$ cat src/rtl/acc_feeder.sv
// Producer side of the fp16 accumulator input: buffers upstream words, classifies them
// into a one-hot type code and marks the first word of every accumulation group.
module acc_feeder #(
    parameter int         DEPTH     = 4,
    parameter logic       MODE      = 1'b0,
    parameter logic [5:0] GROUP_LEN = 6'd2
) (
    input  logic        CLK,
    input  logic        RSTn,
    input  logic        CLR,
    input  logic        EN,
    input  logic        S_VALID,
    output logic        S_READY,
    input  logic [15:0] S_DATA,
    input  logic        S_LAST,
    output logic        DVO,
    output logic        RELEASE,
    output logic [5:0]  DO_TYPE,
    output logic [15:0] DO,
    output logic [15:0] GRP_CNT
);

    localparam int         AW       = $clog2(DEPTH);
    localparam logic [AW:0] FULL_CNT = (AW + 1)'(DEPTH);

    typedef enum logic {
        ST_START = 1'b0,
        ST_MID   = 1'b1
    } grp_state_t;

    logic [16:0]    mem [DEPTH];
    logic [AW-1:0]  wr_ptr;
    logic [AW-1:0]  rd_ptr;
    logic [AW:0]    count;
    logic           full;
    logic           empty;
    logic           push;
    logic           pop;
    logic [16:0]    head;
    logic [5:0]     head_type;
    grp_state_t     state;
    grp_state_t     state_nx;
    logic [5:0]     wcnt;
    logic [5:0]     wcnt_nx;
    logic           closes;

    // Upstream handshake: a word transfers on a rising CLK edge where S_VALID and S_READY
    // are both high; S_VALID/S_DATA/S_LAST must stay stable until that edge.
    assign full    = (count == FULL_CNT);
    assign empty   = (count == '0);
    assign S_READY = !full && !CLR;
    assign push    = S_VALID && S_READY;
    assign pop     = !empty && EN && !CLR;
    assign head    = mem[rd_ptr];

    always_ff @(posedge CLK) begin
        if (push) begin
            mem[wr_ptr] <= {S_LAST, S_DATA};
        end
    end

    always_ff @(posedge CLK or negedge RSTn) begin
        if (!RSTn) begin
            wr_ptr <= '0;
            rd_ptr <= '0;
            count  <= '0;
        end else if (CLR) begin
            wr_ptr <= '0;
            rd_ptr <= '0;
            count  <= '0;
        end else begin
            if (push) begin
                wr_ptr <= wr_ptr + AW'(1);
            end
            if (pop) begin
                rd_ptr <= rd_ptr + AW'(1);
            end
            case ({push, pop})
                2'b10:   count <= count + (AW + 1)'(1);
                2'b01:   count <= count - (AW + 1)'(1);
                default: count <= count;
            endcase
        end
    end

    // Exponent all-ones splits into inf / quiet / signalling NaN on the mantissa MSB.
    always_comb begin
        head_type = 6'b100000;
        if (head[14:10] == 5'h1f) begin
            if (head[9:0] == 10'd0) begin
                head_type = 6'b000001;
            end else if (head[9]) begin
                head_type = 6'b000010;
            end else begin
                head_type = 6'b000100;
            end
        end else if (head[14:10] == 5'h00) begin
            if (head[9:0] == 10'd0) begin
                head_type = 6'b001000;
            end else begin
                head_type = 6'b010000;
            end
        end
    end

    always_comb begin
        state_nx = state;
        wcnt_nx  = wcnt;
        closes   = 1'b0;
        if (pop) begin
            case (state)
                ST_START: begin
                    if (MODE == 1'b0) begin
                        if (head[16]) begin
                            closes = 1'b1;
                        end else begin
                            state_nx = ST_MID;
                        end
                    end else if (GROUP_LEN == 6'd1) begin
                        closes  = 1'b1;
                        wcnt_nx = 6'd0;
                    end else begin
                        state_nx = ST_MID;
                        wcnt_nx  = 6'd1;
                    end
                end
                ST_MID: begin
                    if (MODE == 1'b0) begin
                        if (head[16]) begin
                            closes   = 1'b1;
                            state_nx = ST_START;
                        end
                    end else if (wcnt == GROUP_LEN - 6'd1) begin
                        closes   = 1'b1;
                        state_nx = ST_START;
                        wcnt_nx  = 6'd0;
                    end else begin
                        wcnt_nx = wcnt + 6'd1;
                    end
                end
                default: begin
                    state_nx = ST_START;
                    wcnt_nx  = 6'd0;
                end
            endcase
        end
    end

    always_ff @(posedge CLK or negedge RSTn) begin
        if (!RSTn) begin
            state <= ST_START;
            wcnt  <= 6'd0;
        end else if (CLR) begin
            state <= ST_START;
            wcnt  <= 6'd0;
        end else begin
            state <= state_nx;
            wcnt  <= wcnt_nx;
        end
    end

    // Word fields hold while DVO is low; only DVO and GRP_CNT react to CLR.
    always_ff @(posedge CLK or negedge RSTn) begin
        if (!RSTn) begin
            DVO     <= 1'b0;
            RELEASE <= 1'b0;
            DO_TYPE <= 6'd0;
            DO      <= 16'd0;
            GRP_CNT <= 16'd0;
        end else begin
            DVO <= pop;
            if (pop) begin
                DO      <= head[15:0];
                DO_TYPE <= head_type;
                RELEASE <= (state == ST_START);
            end
            if (CLR) begin
                GRP_CNT <= 16'd0;
            end else if (closes) begin
                GRP_CNT <= GRP_CNT + 16'd1;
            end
        end
    end

endmodule

$ cat config.mk
export PLATFORM = sky130hd
export DESIGN_NAME = acc_feeder
export DESIGN_NICKNAME = d
export VERILOG_FILES = /design/src/rtl/acc_feeder.sv
export SDC_FILE = /design/constraint.sdc
export NUM_CORES = 1
export LEC_CHECK = 0
export ABC_AREA = 0
export CORE_ASPECT_RATIO = 0.9
export CORE_MARGIN = 3
export CORE_UTILIZATION = 30
export DETAILED_ROUTE_END_ITERATION = 10
export SYNTH_ARGS = -nofsm -noshare
export SYNTH_HDL_FRONTEND = slang
export SYNTH_SLANG_ARGS = --single-unit
$ cat constraint.sdc
create_clock -name CLK -period 5 [get_ports CLK]
set_clock_uncertainty 0.05 [all_clocks]
set_input_delay 0.75 -clock CLK [delete_from_list [all_inputs] [get_ports CLK]]
set_output_delay 0.75 -clock CLK [all_outputs]
set_load 0.05 [all_outputs]
==> results of run 1 <==
[path summary, 6_finish.rpt]
path	from	endpoint	slack (ns)	cells past startpoint
setup / recovery	CLR	S_READY	1.75	3
hold / removal	state	RELEASE	0.41	1
setup reg to reg	rd_ptr[0]	GRP_CNT[15]	2.23	5
hold reg to reg	state	RELEASE	0.41	1
max in group asynchronous	RSTn	DO[3]	3.71	1
min in group asynchronous	RSTn	GRP_CNT[15]	0.51	1
[cell usage after synthesis, types with 2 or more instances]
cell,instances,area [um2]
a21oi_1,10,50.1
and2_1,8,50.1
and3_1,2,12.5
and4_1,3,26.3
buf_1,2,7.51
buf_6,3,33.8
clkbuf_1,7,26.3
dfrtp_1,48,1200
edfxtp_1,68,2040
ha_1,5,62.6
inv_1,5,18.8
mux4_2,17,383
nand2_1,58,218
nand3_1,9,45.0
nand4_1,7,43.8
nor2_1,14,52.6
nor2b_1,2,12.5
nor3_1,3,15.0
nor3b_1,2,15.0
nor4_1,2,12.5
o21ai_0,6,30.0
o31ai_1,8,60.1
or3_1,2,12.5
or4_1,7,52.6
xor2_1,8,70.1
[registers in the layout, indices dropped and copies added, names as in the netlist]
register	count
state	1
rd_ptr	2
RELEASE	1
DVO	1
GRP_CNT	16
wr_ptr	2
DO	16
DO_TYPE	6
mem	68
count	3
[metrics by stage]
step / worst slack (ns) / power, mW / hold WS, ns
floorplan: 2.34 / 1.76 / 0.390
finish: 1.75 / 3.29 / 0.408
detailed placement: 1.59 / 2.04 / 0.406
global placement: 1.66 / 2.02 / 0.404
CTS: 1.75 / 3.32 / 0.413
global route: 1.66 / 3.42 / 0.447
[cells by family (layout without fill, tap and decap cells)]
| kind of cell | Yosys count | after routing | synth area share |
|---|---|---|---|
| xor+xnor | 9 | 9 | 0.0166 |
| flops | 116 | 116 | 0.684 |
| fa+ha+maj | 6 | 6 | 0.0174 |
| compound gates | 32 | 32 | 0.0454 |
| mux | 20 | 20 | 0.0876 |
| simple gates | 123 | 123 | 0.129 |
| buf+inv | 19 | 103 | 0.0201 |
[layer usage]
metal  global-route usage  vias to the layer above  part of all wire
li1                     -                     1355                 -
met1                0.151                     1439              0.44
met2                0.196                       74              0.50
met3               0.0435                        9             0.048
met4               0.0383                        0             0.012
met5                    0                        -                 0
[layout make-up]
| cell class | instances | area [um2] | area share |
|---|---|---|---|
| well taps | 198 | 248 | 0.0401 |
| repair buffers | 65 | 638 | 0.103 |
| multi-input cells | 190 | 1400 | 0.227 |
| flip-flops and latches | 116 | 3240 | 0.524 |
| inverters | 6 | 22.5 | 0.00364 |
| clock inverters | 15 | 205 | 0.0332 |
| clock buffers | 17 | 425 | 0.0688 |
[worst max-delay path, stage by stage]
cell and delay [ns]:
clkdlybuf4s50_1 0.66, nor2_1 0.21, clkdlybuf4s50_1 0.82
[power by group]
part           leakage, nW  internal [mW]  switching [mW]
sequential            1.25           1.14          0.0947
combinational        0.733          0.281           0.492
clock                0.295          0.838           0.445
==> metrics.md, run 1 <==
| Metric | Value |
|---|---|
| Root buffer cell | clkbuf_16 |
| Die ar. | about 17,000 um2 |
| Post-CTS Setup Inserts | 0 |
| Area Overhead vs Synth | 30.5% |
| Seq/Total Area, Yosys | 0.684 |
| # setup viols final | 0 |
| Placer Congestion | just over 0.7 |
| Initial DRC Count | 146 |
| Max cap viols | 0 |
| Vias in the first global route | just under 3,000 |
| Required @ worst endpoint | 4.20 ns |
| Starting Density | 0.314 |
| Leakage | about 2.3 nW |
| Share of cells above drive strength 1 | 0.147 |
| Syn Nets | approximately 350 |
| Design Area, Final | 6180 um2 |
| Max-slew violations | 0 |
| Chip height | about 130 um |
| Setup CP Type | input pin to output pin |
| Class of the worst hold path | flop to flop |
| CTS tree | built |
| GRT Total Usage | 0.121 |
| Worst skew pair latency | a little over 0.4 ns |
| Largest net degree at the start of global routing | 49 |
| Sink Count | approximately 120 |
| Setup TNS | 0 ns |
| Post-DRT Antenna Nets | 0 |
| Post-synth EDFFs | 68 |
| WL per Instance | about 17 um |
| Drt total wl | 10,000 um |
| Placed cell areas | 5550 um2 |
| Gr ovfl total | 0 |
| DRC | 0 |
| Worst Path Arrival | 2.45 ns |
| Final-report hold violation count | 0 |
| Worst-Margin Slew | approximately 1.1 ns |
| Rows | 42 |
| Via count | between 2,000 and 3,000 |
| Number of hold buffers added after cts | 0 |
| Commonest non-fill, non-tap cells in the layout | edfxtp_1, clkdlybuf4s50_1, nand2_1 |
| First-pass GRT wire length | around 16,000 um |
| Main flop type after synthesis | edfxtp_1 |
| Fin util | 0.410 |
| Post-Place Cells | ~580 |
| Tmin final | roughly 3.2 ns |
| Synth warn | 0 |
| Max-Slew Margin vs Limit | 0.263 |
| Most common cell after layout, fill and taps aside | edfxtp_1 |
| Clock transition at path regs | ~0.05 ns |
| Core area | about 15,000 um2 |
| Detail Placement HPWL | about 6800 um |
| Synthesized cell area | 4740 um2 |
| Async set or reset register ratio after synthesis | 0.414 |
| Post-Syn Instances | 325 |
| N_diodes | 0 |
| Drt first pass iters | 4 |
| Gates resized, CTS repair | 0 |
| Syn_area_per_cell | between 10 and 15 um2 |
| Startpoint Class | input pin |
| PwrDens | about 530 nW/um2 |
| Synth cell types | 44 |
| Layout fillers | 1,365 |
| Number of port buffers | 62 |
| Clock Tree Buf Depth | 2 |
| Max Fclk | about 0.31 GHz |
| Ports | 63 |
| Peak VDD IR | about 0.00026 V |
| Die Width | around 140 um |
| TritonCTS Buffers | 17 |
| Unrepaired setup endpoints after global routing | no |
| Peak fanout along the critical path | 14 |
| # H-tree levels | 4 |
| Nets@finish | ~420 |
| Via density | around 4.7 |
| Final cell count without fillers | approximately 600 |
| Outcome | complete, no violations |
| Initial antenna violation count | 0 |
| Synthesis-stage register bit count | between 100 and 150 |
| Final worst path period share | 0.649 |
| Critical path endpoint category | output pin |
Power figures use the tool's default switching activity.
==> run 2, diff against run 1 <==
==> constraint.sdc (replaced) <==
create_clock -name CLK -period 3.3 [get_ports CLK]
set_clock_uncertainty 0.05 [all_clocks]
set_input_delay 0.495 -clock CLK [delete_from_list [all_inputs] [get_ports CLK]]
set_output_delay 0.495 -clock CLK [all_outputs]
set_load 0.05 [all_outputs]
==> metrics.md, run 2 (synthesized netlist as in run 1, its figures left out) <==
| Metric | Value |
|---|---|
| Drt total wl | about 10,000 um |
| Power Total | around 4.8 mW |
| Root buffer cell | clkbuf_16 |
| Worst skew pair latency | 0.40 ns |
| Clock Tree Buf Depth | 2 |
| Uppermost layer routed | met4 |
| Die ar. | about 17,000 um2 |
| Starting Density | 0.314 |
| Post-Place Cells | a little under 600 |
| Worst Path Arrival | ~2.6 ns |
| R2R cell count | 5 |
| Max-slew violations | 0 |
| GRT Total Usage | 0.122 |
| Max cap viols | 0 |
| First-pass GRT wire length | roughly 16,000 um |
| Final cell count without fillers | 614 |
| Placer Congestion | 0.768 |
| Sink Count | ~120 |
| Largest net degree at the start of global routing | a little under 50 |
| Unrepaired setup endpoints after global routing | no |
| CP max-delay cell | mux4_2 |
| Most common cell after layout, fill and taps aside | edfxtp_1 |
| CP peak stage delay | 0.61 ns |
| Peak fanout along the critical path | 19 |
| Clock transition at path regs | 0.05 ns |
| PwrDens | around 800 nW/um2 |
| Crit-path cells | buf_4, mux4_2, nor4_1, nand3_1, a32o_1 |
| Die Width | about 140 um |
| TritonCTS Buffers | 17 |
| Final worst path period share | 0.713 |
| Core area | ~15,000 um2 |
| Number of hold buffers added after cts | 0 |
| Critical path endpoint category | flop |
| Fin Hold WS | 0.270 ns |
| Peak VDD IR | 0.000407 V |
| Setup TNS | 0 ns |
| N_diodes | 0 |
| Leakage | 2.31 nW |
| Class of the worst hold path | input pin to async pin |
| WL per Instance | approximately 16 um |
| Max Fclk | 0.425 GHz |
| Final-report hold violation count | 0 |
| # H-tree levels | 4 |
| Vias in the first global route | 2,983 |
| Via density | 4.81 |
| Required @ worst endpoint | 3.54 ns |
| Drt first pass iters | 4 |
| FF-to-FF Start | rd_ptr[0] |
| Via count | approximately 3,000 |
| Commonest non-fill, non-tap cells in the layout | edfxtp_1, clkdlybuf4s50_1, nand2_1 |
| DRC | 0 |
| # setup viols final | 0 |
| Post-DRT Antenna Nets | 0 |
| Worst reg2reg setup slack | 0.95 ns |
| Detail Placement HPWL | 6700 um |
| Chip height | 125 um |
| Area Overhead vs Synth | 30.6% |
| Share of cells above drive strength 1 | 0.163 |
| Max-Slew Margin vs Limit | 0.252 |
| Post-CTS Setup Inserts | 0 |
| Placed cell areas | around 5600 um2 |
| Worst-Margin Slew | 1.12 ns |
| Routed met3 length | ~430 um |
| Ports | between 60 and 70 |
| Gr ovfl total | 0 |
| Critical Path End | DO_TYPE[2] |
| Design Area, Final | 6190 um2 |
| Max reg flops | 68 |
| Initial DRC Count | 145 |
| Tmin final | approximately 2.4 ns |
| Nets@finish | around 430 |
| Largest regs | mem (68), DO (16), GRP_CNT (16) |
| Rows | 42 |
| Initial antenna violation count | 0 |
| CTS tree | built |
| Outcome | complete, no violations |
| Gates resized, CTS repair | 0 |
| Startpoint Class | flop |
| Worst r2r dst | DO_TYPE[2] |
| Met1 Wirelength | 4540 um |
| Worst setup path start | rd_ptr[0] |
| Setup CP Type | flop to flop |
| Number of port buffers | 62 |
| Routed wire length on met2 | ~5000 um |
| Reg with most FFs | mem |
-- run 2: worst min path at each step --
stage | from | slack (ns) | to | cells past startpoint
final | RSTn | 0.27 | GRP_CNT[13] | 1
after floorplan | RSTn | 0.15 | DO[0] | 0
after global placement | state | 0.41 | RELEASE | 1
after detailed placement | DO[14] | 0.42 | DO[14] | 2
after CTS | RSTn | 0.31 | DO[8] | 1
after global routing | RSTn | 0.35 | DO_TYPE[2] | 1
-- run 2: power by group --
group	leakage, nW	internal (mW)	switching, mW
registers	1.25	1.72	0.105
clock network	0.289	1.14	0.635
logic	0.772	0.433	0.789
-- run 2: through the flow --
stage / setup WS (ns) / utilization
floorplan: 0.899 / -
global placement: 0.687 / 0.372
detailed placement: 0.649 / 0.372
CTS: 0.902 / 0.411
global route: 0.801 / 0.411
finish: 0.947 / 0.411
-- run 2: critical path: cells and delay by family (launching register included) --
kind | cells | cell delay, ns
DFF | 1 | 0.32
AOI/OAI and AO/OA | 1 | 0.33
buffers and inverters | 1 | 0.35
muxes | 1 | 0.61
and+or+nand+nor | 2 | 0.56
-- run 2: layout make-up --
cell class	instances	area, um2
sequential	116	3240
tap	198	248
fill	1369	8890
multi-input combinational	190	1400
clock buffer	21	493
inverter	6	22.5
clock inverter	11	96.3
timing repair buffer	72	688
-- run 2: metal layers --
metal / track usage / vias to the layer above
met4: 0.0424 / 0
li1: - / 1377
met2: 0.196 / 76
met3: 0.0409 / 12
met1: 0.157 / 1490
met5: 0 / -
==> run 3, diff against run 2 <==
==> constraint.sdc (replaced) <==
create_clock -name CLK -period 2 [get_ports CLK]
set_clock_uncertainty 0.05 [all_clocks]
set_input_delay 0.3 -clock CLK [delete_from_list [all_inputs] [get_ports CLK]]
set_output_delay 0.3 -clock CLK [all_outputs]
set_load 0.05 [all_outputs]
==> metrics.md, run 3 (synthesized netlist as in run 1, its figures left out) <==
| Metric | Value |
|---|---|
| Largest regs | mem (68), DO (16), GRP_CNT (16) |
| R2R cell count | 5 |
| Max-Slew Margin vs Limit | 0.650 |
| Worst setup path start | rd_ptr[0] |
| N_diodes | 0 |
| Worst skew pair latency | just over 0.4 ns |
| Via count | between 3,000 and 4,000 |
| Tmin final | ~2.1 ns |
| WL per Instance | 15.9 um |
| Peak VDD IR | 0.000738 V |
| Root buffer cell | clkbuf_16 |
| Commonest non-fill, non-tap cells in the layout | edfxtp_1, nand2_1, dfrtp_1, clkdlybuf4s50_1, buf_4 |
| Via density | approximately 4.6 |
| Fin Hold WS | about 0.36 ns |
| Core area | approximately 15,000 um2 |
| Final-report hold violation count | 0 |
| First-pass GRT wire length | about 17,000 um |
| Vias in the first global route | 3,148 |
| DRC | 0 |
| Comb power frac | 0.292 |
| NetSw | between 2 and 3 mW |
| Area Overhead vs Synth | 45.1% |
| Setup CP Type | flop to flop |
| Largest net degree at the start of global routing | 29 |
| Worst-Margin Slew | approximately 0.52 ns |
| Setup TNS | -0.402 ns |
| # setup viols final | 7 |
| Clock Power Share | 0.360 |
| Peak fanout along the critical path | 7 |
| Max reg flops | approximately 70 |
| PwrDens | roughly 1300 nW/um2 |
| Failing checks | setup timing |
| Routed met3 length | around 450 um |
| Worst Path Arrival | between 2 and 2.5 ns |
| Clock Tree Buf Depth | 2 |
| Die Width | roughly 140 um |
| Initial antenna violation count | 0 |
| Initial DRC Count | between 150 and 200 |
| Power Total | a little under 9 mW |
| P_int | roughly 6 mW |
| Rows | 42 |
| Share of cells above drive strength 1 | 0.292 |
| Reg with most FFs | mem |
| Post-DRT Antenna Nets | 0 |
| Final worst path period share | 1.06 |
| Detail Placement HPWL | between 7000 and 8000 um |
| Worst r2r dst | DO_TYPE[3] |
| TritonCTS Buffers | 17 |
| Max Fclk | roughly 0.47 GHz |
| Sink Count | around 120 |
| CTS tree | built |
| FF-to-FF Start | rd_ptr[0] |
| Required @ worst endpoint | around 2.3 ns |
| Clock transition at path regs | approximately 0.050 ns |
| Setup ws final | -0.123 ns |
| Starting Density | 0.314 |
| Critical path endpoint category | flop |
| Outcome | finished with violations |
| Max-slew violations | 0 |
| Class of the worst hold path | input pin to async pin |
| Placer Congestion | roughly 0.8 |
| Die ar. | between 15,000 and 20,000 um2 |
| Drt first pass iters | 5 |
| Uppermost layer routed | met4 |
| Most common cell after layout, fill and taps aside | edfxtp_1 |
| Unrepaired setup endpoints after global routing | yes |
| Number of port buffers | between 60 and 70 |
| GRT Total Usage | 0.128 |
| Routed wire length on met2 | about 5000 um |
| # H-tree levels | 4 |
| Drt total wl | approximately 11,000 um |
| Nets@finish | 478 |
| Reg power frac | 0.348 |
| Leakage | ~2.8 nW |
| Setup WS pre-CTS | -0.233 ns |
| Gr ovfl total | 0 |
| Max cap viols | 0 |
| Worst reg2reg setup slack | -0.12 ns |
| Startpoint Class | flop |
| Switching share of power | 0.306 |
| Chip height | between 100 and 150 um |
| Ports | 63 |
| Met1 Wirelength | about 5000 um |
[run 3: changes by cell type in the layout (fill, tap and decap cells not counted), sizes merged]
cell and change:
buf +46, bufinv +3, clkbuf -3, clkdlybuf4s50 -16, clkinv -1, clkinvlp +1, dlygate4sd2 +7, dlygate4sd3 +1
dlymetal6s2s +9
[run 3: final cells by class]
type                            instances  area (um2)
Multi-Input combinational cell        190        1510
Fill cell                            1281        8210
Timing Repair Buffer                  119        1230
Clock inverter                         14         185
Clock buffer                           18         429
Inverter                                6        22.5
Sequential cell                       116        3250
Tap cell                              198         248
[run 3: layer usage]
metal,vias up,GRT usage
li1,1463,-
met1,1520,0.173
met2,76,0.189
met3,14,0.0435
met4,0,0.0558
met5,-,0
[run 3: timing repair]
action,4_1_cts,5_1_grt
gates resized for setup,17,27
endpoints found under the setup margin,19,24
pin swaps,7,13
hold endpoints to repair,20,0
hold buffers,1,0
setup buffers,7,5
[run 3: stage by stage]
step	area, um2	instances	utilization
3_3_place_gp	6010	616	0.398
3_5_place_dp	6010	616	0.398
2_1_floorplan	4770	325	-
4_1_cts	6750	656	0.447
6_report	6880	661	0.456
5_1_grt	6880	661	0.456
[run 3: how the worst max path moves through the flow]
| stage | endpoint | slack [ns] |
|---|---|---|
| 5_1_grt | DO_TYPE[4] | -0.18 |
| 2_1_floorplan | count[2] | -0.09 |
| 4_1_cts | DO_TYPE[3] | -0.12 |
| 3_5_place_dp | count[2] | -0.23 |
| 3_3_place_gp | count[2] | -0.21 |
| 6_report | DO_TYPE[3] | -0.12 |
[run 3: critical path: stages (launching register included)]
cell and delay (ns):
dfrtp_1 0.38, buf_12 0.14, buf_8 0.11, mux4_2 0.50, or4_4 0.56, o41ai_2 0.28
[run 3: power groups by stage]
stage | combinational, mW | sequential, mW | clock, mW
6_report | 2.53 | 3.01 | 3.12
5_1_grt | 2.70 | 3.05 | 3.31
4_1_cts | 2.51 | 3.01 | 3.18
3_5_place_dp | 2.35 | 3.05 | 0
3_3_place_gp | 2.33 | 3.04 | 0
2_1_floorplan | 0.777 | 3.66 | 0
